[src/rtl/gf180mcu_fd_sc_mcu9t5v0__dffn_pipe.sv]
// ============================================================================
// gf180mcu_fd_sc_mcu9t5v0__dffn_pipe
// Falling-edge WIDTH x DEPTH register pipeline with valid, stall, flush, OCC.
// Rev 1.0 - initial release
// ============================================================================
`default_nettype none

module gf180mcu_fd_sc_mcu9t5v0__dffn_pipe #(
    parameter int               WIDTH        = 8,
    parameter int               DEPTH        = 2,
    parameter logic [WIDTH-1:0] INIT_VAL     = {WIDTH{1'b1}},
    parameter bit               GATE_INVALID = 1'b0
) (
    input  logic                         CLKN,
    input  logic                         RST,
    input  logic                         EN,
    input  logic                         FLUSH,
    input  logic [WIDTH-1:0]             D,
    input  logic                         DV,
    output logic [WIDTH-1:0]             Q,
    output logic                         QV,
    output logic [$clog2(DEPTH+1)-1:0]   OCC
);

    localparam int CW = $clog2(DEPTH + 1);

    logic [WIDTH-1:0] dat_q [DEPTH];
    logic [WIDTH-1:0] dat_d [DEPTH];
    logic [DEPTH-1:0] vld_q;
    logic [DEPTH-1:0] vld_d;
    logic [CW-1:0]    occ_q;
    logic [CW-1:0]    occ_d;

    // Flush only clears valid bits; the data registers keep their contents.
    always_comb begin
        dat_d = dat_q;
        vld_d = vld_q;
        occ_d = occ_q;
        if (FLUSH) begin
            vld_d = '0;
            occ_d = '0;
        end else if (EN) begin
            vld_d[0] = DV;
            if (!GATE_INVALID || DV) begin
                dat_d[0] = D;
            end
            for (int i = 1; i < DEPTH; i++) begin
                vld_d[i] = vld_q[i-1];
                if (!GATE_INVALID || vld_q[i-1]) begin
                    dat_d[i] = dat_q[i-1];
                end
            end
            occ_d = occ_q + CW'(DV) - CW'(vld_q[DEPTH-1]);
        end
    end

    always_ff @(negedge CLKN) begin
        if (RST) begin
            for (int i = 0; i < DEPTH; i++) begin
                dat_q[i] <= INIT_VAL;
            end
            vld_q <= '0;
            occ_q <= '0;
        end else begin
            for (int i = 0; i < DEPTH; i++) begin
                dat_q[i] <= dat_d[i];
            end
            vld_q <= vld_d;
            occ_q <= occ_d;
        end
    end

    assign Q   = dat_q[DEPTH-1];
    assign QV  = vld_q[DEPTH-1];
    assign OCC = occ_q;

endmodule

`default_nettype wire

[config.mk]
export PLATFORM = sky130hd
export DESIGN_NAME = gf180mcu_fd_sc_mcu9t5v0__dffn_pipe
export DESIGN_NICKNAME = d
export VERILOG_FILES = /design/src/rtl/gf180mcu_fd_sc_mcu9t5v0__dffn_pipe.sv
export SDC_FILE = /design/constraint.sdc
export NUM_CORES = 1
export LEC_CHECK = 0
export CAP_MARGIN = 20
export CORE_MARGIN = 2
export CORE_UTILIZATION = 40
export DETAILED_ROUTE_END_ITERATION = 10
export HOLD_SLACK_MARGIN = 0.08
export PLACE_DENSITY = 0.66
export SETUP_SLACK_MARGIN = 0.05
export SKIP_LAST_GASP = 1
export SYNTH_ARGS = -nofsm -noshare
export SYNTH_HDL_FRONTEND = slang
export SYNTH_SLANG_ARGS = --single-unit
[constraint.sdc]
create_clock -name CLKN -period 3.5 [get_ports CLKN]
set_clock_uncertainty 0.2 [all_clocks]
set_input_delay 0.875 -clock CLKN [delete_from_list [all_inputs] [get_ports CLKN]]
set_output_delay 0.875 -clock CLKN [all_outputs]
set_load 0.005 [all_outputs]
======== After elaboration in Yosys (flattened, before gate mapping) ========
Index checks and enable logic that the tools add are counted.
W data, S select, Z words.
storage, ports and cells
  flip-flop bits (word level) ............. 20
  bits of input ports ..................... 13
  logic and storage cells ................. 9
operators by class
  add/subtract/negate cells ............... 2
  bitwise operators ....................... 1
  reductions and logical operators ........ 2
operators by type and width
  kind               count
  $add A2 B1 Y2      1
  $reduce_and A2 Y1  1
  $reduce_or A2 Y1   1
  $sub A2 B1 Y2      1
  $not A1 Y1         1

======== Logic depth before layout (Yosys ltp) ========
Gate-level depths: netlist of the first run.
  depth after elaboration ................. 2
  depth in mapped cells ................... 7
  gate-level depth less buffers ........... 7

==> results.yml, run 1 <==
place:
  dpl_cell_area_um2: 1120
  routabilityCongestion: 0.742
  io_buffers: 23
  dp_cells: 128
  hpwl_um: 1000
setup_path:
  crit_buf_inv: 1
  crit_slowest_cell: "dfxtp_2"
  arrival_ps: 2550
  crit_path_start_kind: "register"
  path_delay_family: "flip-flops"
  critPathMaxFanout: 2
  slowest_delay_ps: 320
  cp.required_ps: 2420
  end_kind: "primary output"
  path_cells: "buf_2"
  worstSetupPathType: "register to primary output"
yosys:
  syn_nets: 98
  synth_area_leader_cell: "dfxtp_1"
  netlist_instances: 83
  post-synth-top-area-fraction_pct: 45.1
  synth_seq_cells: 20
  avgSynthCellArea_um2: 10.7
  synth_cell_types: 15
  synthTopCellsByArea: "dfxtp_1 45%, a211o_1 16%, nor2b_1 11%"
  syn_area_um2: 887
  yosysWarnings: 0
  yosysSeqAreaShare_pct: 45.1
floorplan:
  num_rows: 17
  core_um2: 2150
  die-area_um2: 2610
  die_w_um: 51.1
  die_h_um: 51.1
  start_util_pct: 41.3
  io_pins: 24
power_and_ir_drop:
  p_int_mw: 0.365
  pwr-share-seq_pct: 47.2
  combPwrFrac_pct: 15.4
  leakage_nw: 0.608
  peakVddDrop_v: 0.000284
  p_clk_share_pct: 37.4
  switchingPower_mw: 0.163
  total_power_mw: 0.528
  switching_share_pct: 30.9
  p_per_area_nw_per_um2: 411
clock_tree:
  root_buffer: "clkbuf_4"
  numCtsBuffers: 3
  clock_latency_ps: 360
  cts_tree: "done"
  clockBufferDepth: 2
  numClockSinks: 20
  cts.htree.levels: 1
  clkTransAtPathRegs_ps: 40
route:
  wl_per_cell_um: 11.9
  drt-initial-drc-count: 3
  drc: 0
  num_vias: 725
  antenna_left: 0
  vias_per_cell: 4.68
  firstDrtPassIters: 4
  wl_um: 1840
sta:
  fin_ws_ps: -123
  final_max_slew_viol_count: 0
  rsz0062_at_grt: "yes"
  worst_pin_slew_ps: 251
  finalHoldViolCount: 0
  setup_viol: 11
  relSlewSlack_pct: 83.2
cells_and_area:
  area_delta_synth_final_pct: 44.6
  stdcell_area_um2: 1280
  nNetsFinal: 143
  multiInputGateArea_um2: 384
  fillers: 208
  fin_util_pct: 59.7
  drive_gt1_share_pct: 37.0
  instances_no_fill: 155
  antenna_cells: 0
  seqCellArea_um2: 414
grt:
  overflow: 0
  grt_max_degree: 12
  grt_first_pass_wirelength_um: 2880
  antenna_found_initial: 0
  track_usage_pct: 14.7
  grt_pass1_vias: 754
job:
  maxCapViolCount: 0
status:
  violations: "setup timing"
  status: "finished, violations left"
worst_hold_path:
  hold_class: "register to register"
## cell type report
cell class | instances | share of cell area, %
sequential | 20 | 32.3
multi-input combinational | 45 | 30.0
timing repair buffer | 35 | 26.1
clock inverter | 21 | 6.24
tap | 28 | 2.73
clock buffer | 3 | 1.76
inverter | 3 | 0.878
## per-layer routing
metal / track usage (%) / vias up / wire (um)
li1: - / 370 / -
met1: 13.4 / 343 / 790
met5: 0 / - / 0
met2: 26.4 / 12 / 987
met4: 7.66 / 0 / 0
met3: 7.31 / 0 / 61
## path summary, 6_finish.rpt
kind,depth (start not counted),end,startpoint,slack (ps)
worst max register to register,8,OCC[1]$_SDFFE_NP0P_,OCC[0]$_SDFFE_NP0P_,1730
worst min register to register,1,Q[6]$_SDFFE_NP1P_,dat_q[14]$_SDFFE_NP1P_,240
worst max-delay path,1,OCC[1],OCC[1]$_SDFFE_NP0P_,-120
worst min-delay path,1,Q[6]$_SDFFE_NP1P_,dat_q[14]$_SDFFE_NP1P_,240
## cells by family after synthesis
logic type      share of synthesized area, %
compound gates                          17.8
xor+xnor                               0.987
fa+ha+maj                               2.82
buf+inv                                 14.8
flops                                   45.1
mux                                     3.39
simple gates                            15.1
## state kept, by name, summed over array words and instances, names as in the netlist
register  count
Q             8
dat_q         8
OCC           2
vld_q         2
## stage by stage
step	TNS, ps	hold slack, ps	worst slack [ps]
finish	-1170	243	-123
global route	-1770	256	-172
CTS	-1540	250	-141
detailed placement	-12640	241	-725
global placement	-12050	234	-679
floorplan	-2410	227	-171
## what timing repair did
item	in CTS	in global routing
buffers inserted	2	0
setup endpoints to repair	30	23
pin swaps	3	2
resized for setup	74	6
cloned	3	0
hold buffers	0	0
## cell usage after synthesis
cell type / number
buf_6: 3
nor2b_4: 1
a31o_2: 1
ha_1: 2
buf_8: 1
clkbuf_1: 2
mux2i_1: 3
inv_1: 4
nor3_1: 4
nor2b_1: 16
dfxtp_1: 20
a2111oi_0: 1
a211o_1: 16
buf_4: 8
xor2_1: 1
## power groups by stage
| stage | clock [mW] | combinational (mW) | sequential (mW) |
|---|---|---|---|
| final | 0.197 | 0.0811 | 0.249 |
| after CTS | 0.209 | 0.0823 | 0.249 |
| after floorplan | 0.0367 | 0.0473 | 0.250 |
| after global placement | 0.0367 | 0.0711 | 0.251 |
| after global routing | 0.245 | 0.0883 | 0.250 |
| after detailed placement | 0.0367 | 0.0725 | 0.251 |
## layout by cell type, fill, tap and decap left out, drive strengths merged
cell type / Yosys / final
nor2b: 17 / 17
clkbuf: 2 / 3
clkinvlp: 0 / 1
a2111oi: 1 / 1
mux2i: 3 / 3
a31o: 1 / 1
clkdlybuf4s50: 0 / 8
dfxtp: 20 / 20
dlygate4sd2: 0 / 1
xor2: 1 / 1
ha: 2 / 2
a211o: 16 / 16
buf: 12 / 26
inv: 4 / 23
nor3: 4 / 4
Note: power is estimated with default switching activity, not from simulation.
==> run 2: changes to the inputs <==
- PLACE_DENSITY: 0.66 -> 0.7
==> results.yml, run 2 (synthesis results as in run 1) <==
cells_and_area:
  drive_gt1_share_pct: 35.9
  fillers: 182
  final_cell_mix: "23 x inv_1, 16 x nor2b_1, 16 x a211o_1"
  area_delta_synth_final_pct: 47.4
  seqCellArea_um2: 413
  nNetsFinal: 144
  multiInputGateArea_um2: 394
  stdcell_area_um2: 1310
  final_common_cell: "inv_1"
  antenna_cells: 0
setup_path:
  arrival_ps: 2570
  crit_buf_inv: 1
  path_cells: "buf_2"
  regToRegSetupSlack_ps: 1710
  worstSetupPathType: "register to primary output"
  path_delay_family: "flip-flops"
  critPathMaxFanout: 2
  crit_path_start_kind: "register"
  slowest_delay_ps: 320
  crit_slowest_cell: "dfxtp_2"
  end_kind: "primary output"
  cp.required_ps: 2420
place:
  dpl_cell_area_um2: 1120
  routabilityCongestion: 0.711
  hpwl_um: 998
  io_buffers: 23
status:
  violations: "setup timing"
  status: "finished, violations left"
floorplan:
  die_h_um: 51.1
  die-area_um2: 2610
  die_w_um: 51.1
  num_rows: 17
  start_util_pct: 41.3
  io_pins: 24
  core_um2: 2150
clock_tree:
  cts.htree.levels: 1
  clock_latency_ps: 370
  cts_tree: "done"
  numClockSinks: 20
  clkTransAtPathRegs_ps: 70
  numCtsBuffers: 3
  ctsHoldBuffers: 0
  root_buffer: "clkbuf_4"
  clockBufferDepth: 2
route:
  antenna_left: 0
  firstDrtPassIters: 4
  wl_um: 1970
  drt-initial-drc-count: 5
  num_vias: 733
  vias_per_cell: 4.70
  wl_per_cell_um: 12.6
  drc: 0
sta:
  fin_ws_ps: -145
  worst_pin_slew_ps: 232
  finalHoldViolCount: 0
  setup_viol: 11
  holdWs_ps: 235
  rsz0062_at_grt: "yes"
  relSlewSlack_pct: 84.6
  final_max_slew_viol_count: 0
power_and_ir_drop:
  switchingPower_mw: 0.166
  combPwrFrac_pct: 15.7
  peakVddDrop_v: 0.000323
  p_per_area_nw_per_um2: 407
  switching_share_pct: 31.3
  total_power_mw: 0.532
  pwr-share-seq_pct: 46.9
  p_clk_share_pct: 37.4
  p_int_mw: 0.365
  leakage_nw: 0.612
grt:
  antenna_found_initial: 0
  overflow: 0
  grt_pass1_vias: 794
  grt_first_pass_wirelength_um: 3210
  track_usage_pct: 16.7
  grt_max_degree: 12
worst_hold_path:
  hold_class: "register to register"
job:
  maxCapViolCount: 0
## run 2: changes by cell type in the layout (fill, tap and decap cells not counted)
cell       before  now
nor2b_1        15   16
dfxtp_2        11   10
buf_4           7    8
buf_6           5    4
a2111oi_2       1    0
nor2b_2         1    0
buf_12          0    1
a2111oi_4       0    1
dfxtp_1         9   10
## run 2: metal layers
layer	global-route usage [%]	wire length, um	vias to the layer above
li1	-	-	373
met5	0	0	-
met4	7.21	0	0
met1	17.2	817	348
met2	28.4	1070	12
met3	8.48	83	0
## run 2: worst paths after layout
path,from,endpoint,depth (start not counted)
hold reg to reg,dat_q[8]$_SDFFE_NP1P_,Q[0]$_SDFFE_NP1P_,1
hold / removal,dat_q[8]$_SDFFE_NP1P_,Q[0]$_SDFFE_NP1P_,1
setup reg to reg,vld_q[1]$_SDFFE_NP0P_,OCC[1]$_SDFFE_NP0P_,7
setup / recovery,Q[0]$_SDFFE_NP1P_,Q[0],1
## run 2: area by class of cell
type / count / area share [%]
Multi-Input combinational cell: 45 / 30.1
Clock inverter: 21 / 6.12
Sequential cell: 20 / 31.6
Inverter: 3 / 0.861
Tap cell: 28 / 2.68
Timing Repair Buffer: 36 / 26.9
Clock buffer: 3 / 1.72
## run 2: power groups by stage
stage	clock (mW)	combinational [mW]	sequential (mW)
after floorplan	0.0367	0.0473	0.250
after global placement	0.0367	0.0712	0.251
after detailed placement	0.0367	0.0723	0.251
after CTS	0.211	0.0799	0.248
after global routing	0.237	0.0908	0.250
final	0.199	0.0836	0.249
## run 2: per-stage QoR
step | util [%] | std cells | worst slack [ps] | TNS [ps]
global placement | 52.2 | 128 | -680 | -12120
CTS | 59.0 | 155 | -152 | -1410
floorplan | - | 83 | -171 | -2410
finish | 60.9 | 156 | -145 | -1210
global route | 60.9 | 156 | -177 | -1740
detailed placement | 52.2 | 128 | -721 | -12500
## run 2: what timing repair did
item                                    4_1_cts  5_1_grt
endpoints found under the setup margin       29       12
resized for setup                            72        5
setup buffers                                 1        1
pin swaps                                     4        1
cloned                                        3        0
==> run 3: changes to the inputs <==
--- a/config.mk
+++ b/config.mk
@@ -11,4 +11,5 @@
 export DETAILED_ROUTE_END_ITERATION = 10
+export DONT_BUFFER_PORTS = 1
 export HOLD_SLACK_MARGIN = 0.08
-export PLACE_DENSITY = 0.7
+export PLACE_DENSITY = 0.56
 export SETUP_SLACK_MARGIN = 0.05
==> constraint.sdc (replaced) <==
create_clock -name CLKN -period 3.5 [get_ports CLKN]
set_clock_uncertainty 0.2 [all_clocks]
set_input_delay 0.35 -clock CLKN [delete_from_list [all_inputs] [get_ports CLKN]]
set_output_delay 0.35 -clock CLKN [all_outputs]
set_load 0.005 [all_outputs]
==> results.yml, run 3 (synthesis results as in run 1) <==
status:
  status: "completed"
route:
  vias_per_cell: 4.94
  top_layer: "met4"
  wl_um: 1400
  firstDrtPassIters: 2
  drc: 0
  drt-initial-drc-count: 4
  num_vias: 593
  wl_per_cell_um: 11.6
  antenna_left: 0
  wl_met3_um: 105
  wl_met1_um: 644
  dr_wl_met2_um: 618
sta:
  rsz0062_at_grt: "no"
  finalHoldViolCount: 0
  setup_tns_ps: 0
  worst_pin_slew_ps: 395
  setup_viol: 0
  final_max_slew_viol_count: 0
  relSlewSlack_pct: 73.0
  fin_ws_ps: 480
clock_tree:
  clockBufferDepth: 2
  numClockSinks: 20
  numCtsBuffers: 3
  cts_tree: "done"
  post_cts_buffers: 0
  root_buffer: "clkbuf_4"
  ctsHoldBuffers: 0
  clkTransAtPathRegs_ps: 40
  cts_resized: 0
  clock_latency_ps: 360
  cts.htree.levels: 1
grt:
  antenna_found_initial: 0
  track_usage_pct: 12.1
  overflow: 0
  grt_pass1_vias: 575
  grt_max_degree: 33
  grt_first_pass_wirelength_um: 2280
worst_hold_path:
  hold_class: "register to register"
  min-delay-start: "dat_q[13]$_SDFFE_NP1P_"
place:
  routabilityCongestion: 0.536
  pre_cts_slack_ps: 226
  dpl_cell_area_um2: 826
  hpwl_um: 826
  io_buffers: 0
  dp_cells: 98
cells_and_area:
  antenna_cells: 0
  nNetsFinal: 109
  final_cell_mix: "23 x inv_1, 20 x dfxtp_1, 16 x nor2b_1, 16 x a211o_1, 4 x nor3_1"
  seqCellArea_um2: 400
  instances_no_fill: 120
  multiInputGateArea_um2: 355
  fillers: 235
  stdcell_area_um2: 920
  area_delta_synth_final_pct: 3.67
  drive_gt1_share_pct: 6.52
  final_common_cell: "inv_1"
  fin_util_pct: 42.8
setup_path:
  critPathMaxFanout: 3
  crit_path_start_kind: "register"
  end_kind: "primary output"
  crit_start: "OCC[1]$_SDFFE_NP0P_"
  worstSetupPathType: "register to primary output"
  arrival_ps: 2470
  r2r_start: "OCC[0]$_SDFFE_NP0P_"
  cp.required_ps: 2950
power_and_ir_drop:
  switching_share_pct: 29.6
  pwr-share-seq_pct: 52.8
  peakVddDrop_v: 0.000284
  switchingPower_mw: 0.140
  leakage_nw: 0.436
  p_clk_share_pct: 39.8
  p_int_mw: 0.333
  p_per_area_nw_per_um2: 513
  combPwrFrac_pct: 7.3
floorplan:
  num_rows: 17
  start_util_pct: 41.3
  die_w_um: 51.1
  core_um2: 2150
  die-area_um2: 2610
  die_h_um: 51.1
  io_pins: 24
job:
  maxCapViolCount: 0
## run 3: power by group through the flow
stage | Sequential, mW | Clock (mW) | Combinational [mW]
after detailed placement | 0.253 | 0.0367 | 0.0347
after global routing | 0.250 | 0.224 | 0.0390
final | 0.250 | 0.188 | 0.0346
after CTS | 0.249 | 0.206 | 0.0351
after floorplan | 0.250 | 0.0367 | 0.0464
after global placement | 0.253 | 0.0367 | 0.0336
## run 3: cell type report
type                            instances  share of cell area [%]
Clock buffer                            3                    2.45
Clock inverter                         20                    8.16
Timing Repair Buffer                    1                    2.18
Multi-Input combinational cell         45                    38.6
Inverter                                3                    1.22
Tap cell                               28                    3.81
Sequential cell                        20                    43.5
## run 3: path summary, 6_finish.rpt
kind	endpoint	slack, ps	cells after the start
worst max-delay path	OCC[1]	480	0
worst min register to register	Q[5]$_SDFFE_NP1P_	240	1
worst max register to register	OCC[1]$_SDFFE_NP0P_	1600	7
worst min-delay path	Q[5]$_SDFFE_NP1P_	240	1
## run 3: metrics by stage
stage                     hold WS (ps)  power (mW)
after CTS                          250       0.491
after global placement             232       0.323
after global routing               265       0.513
after detailed placement           240       0.325
after floorplan                    227       0.333
final                              245       0.472
## run 3: per-layer routing
layer / global-route usage [%] / up-vias
li1: - / 300
met2: 17.5 / 16
met4: 12.2 / 0
met5: 0 / -
met3: 7.31 / 4
met1: 11.4 / 273
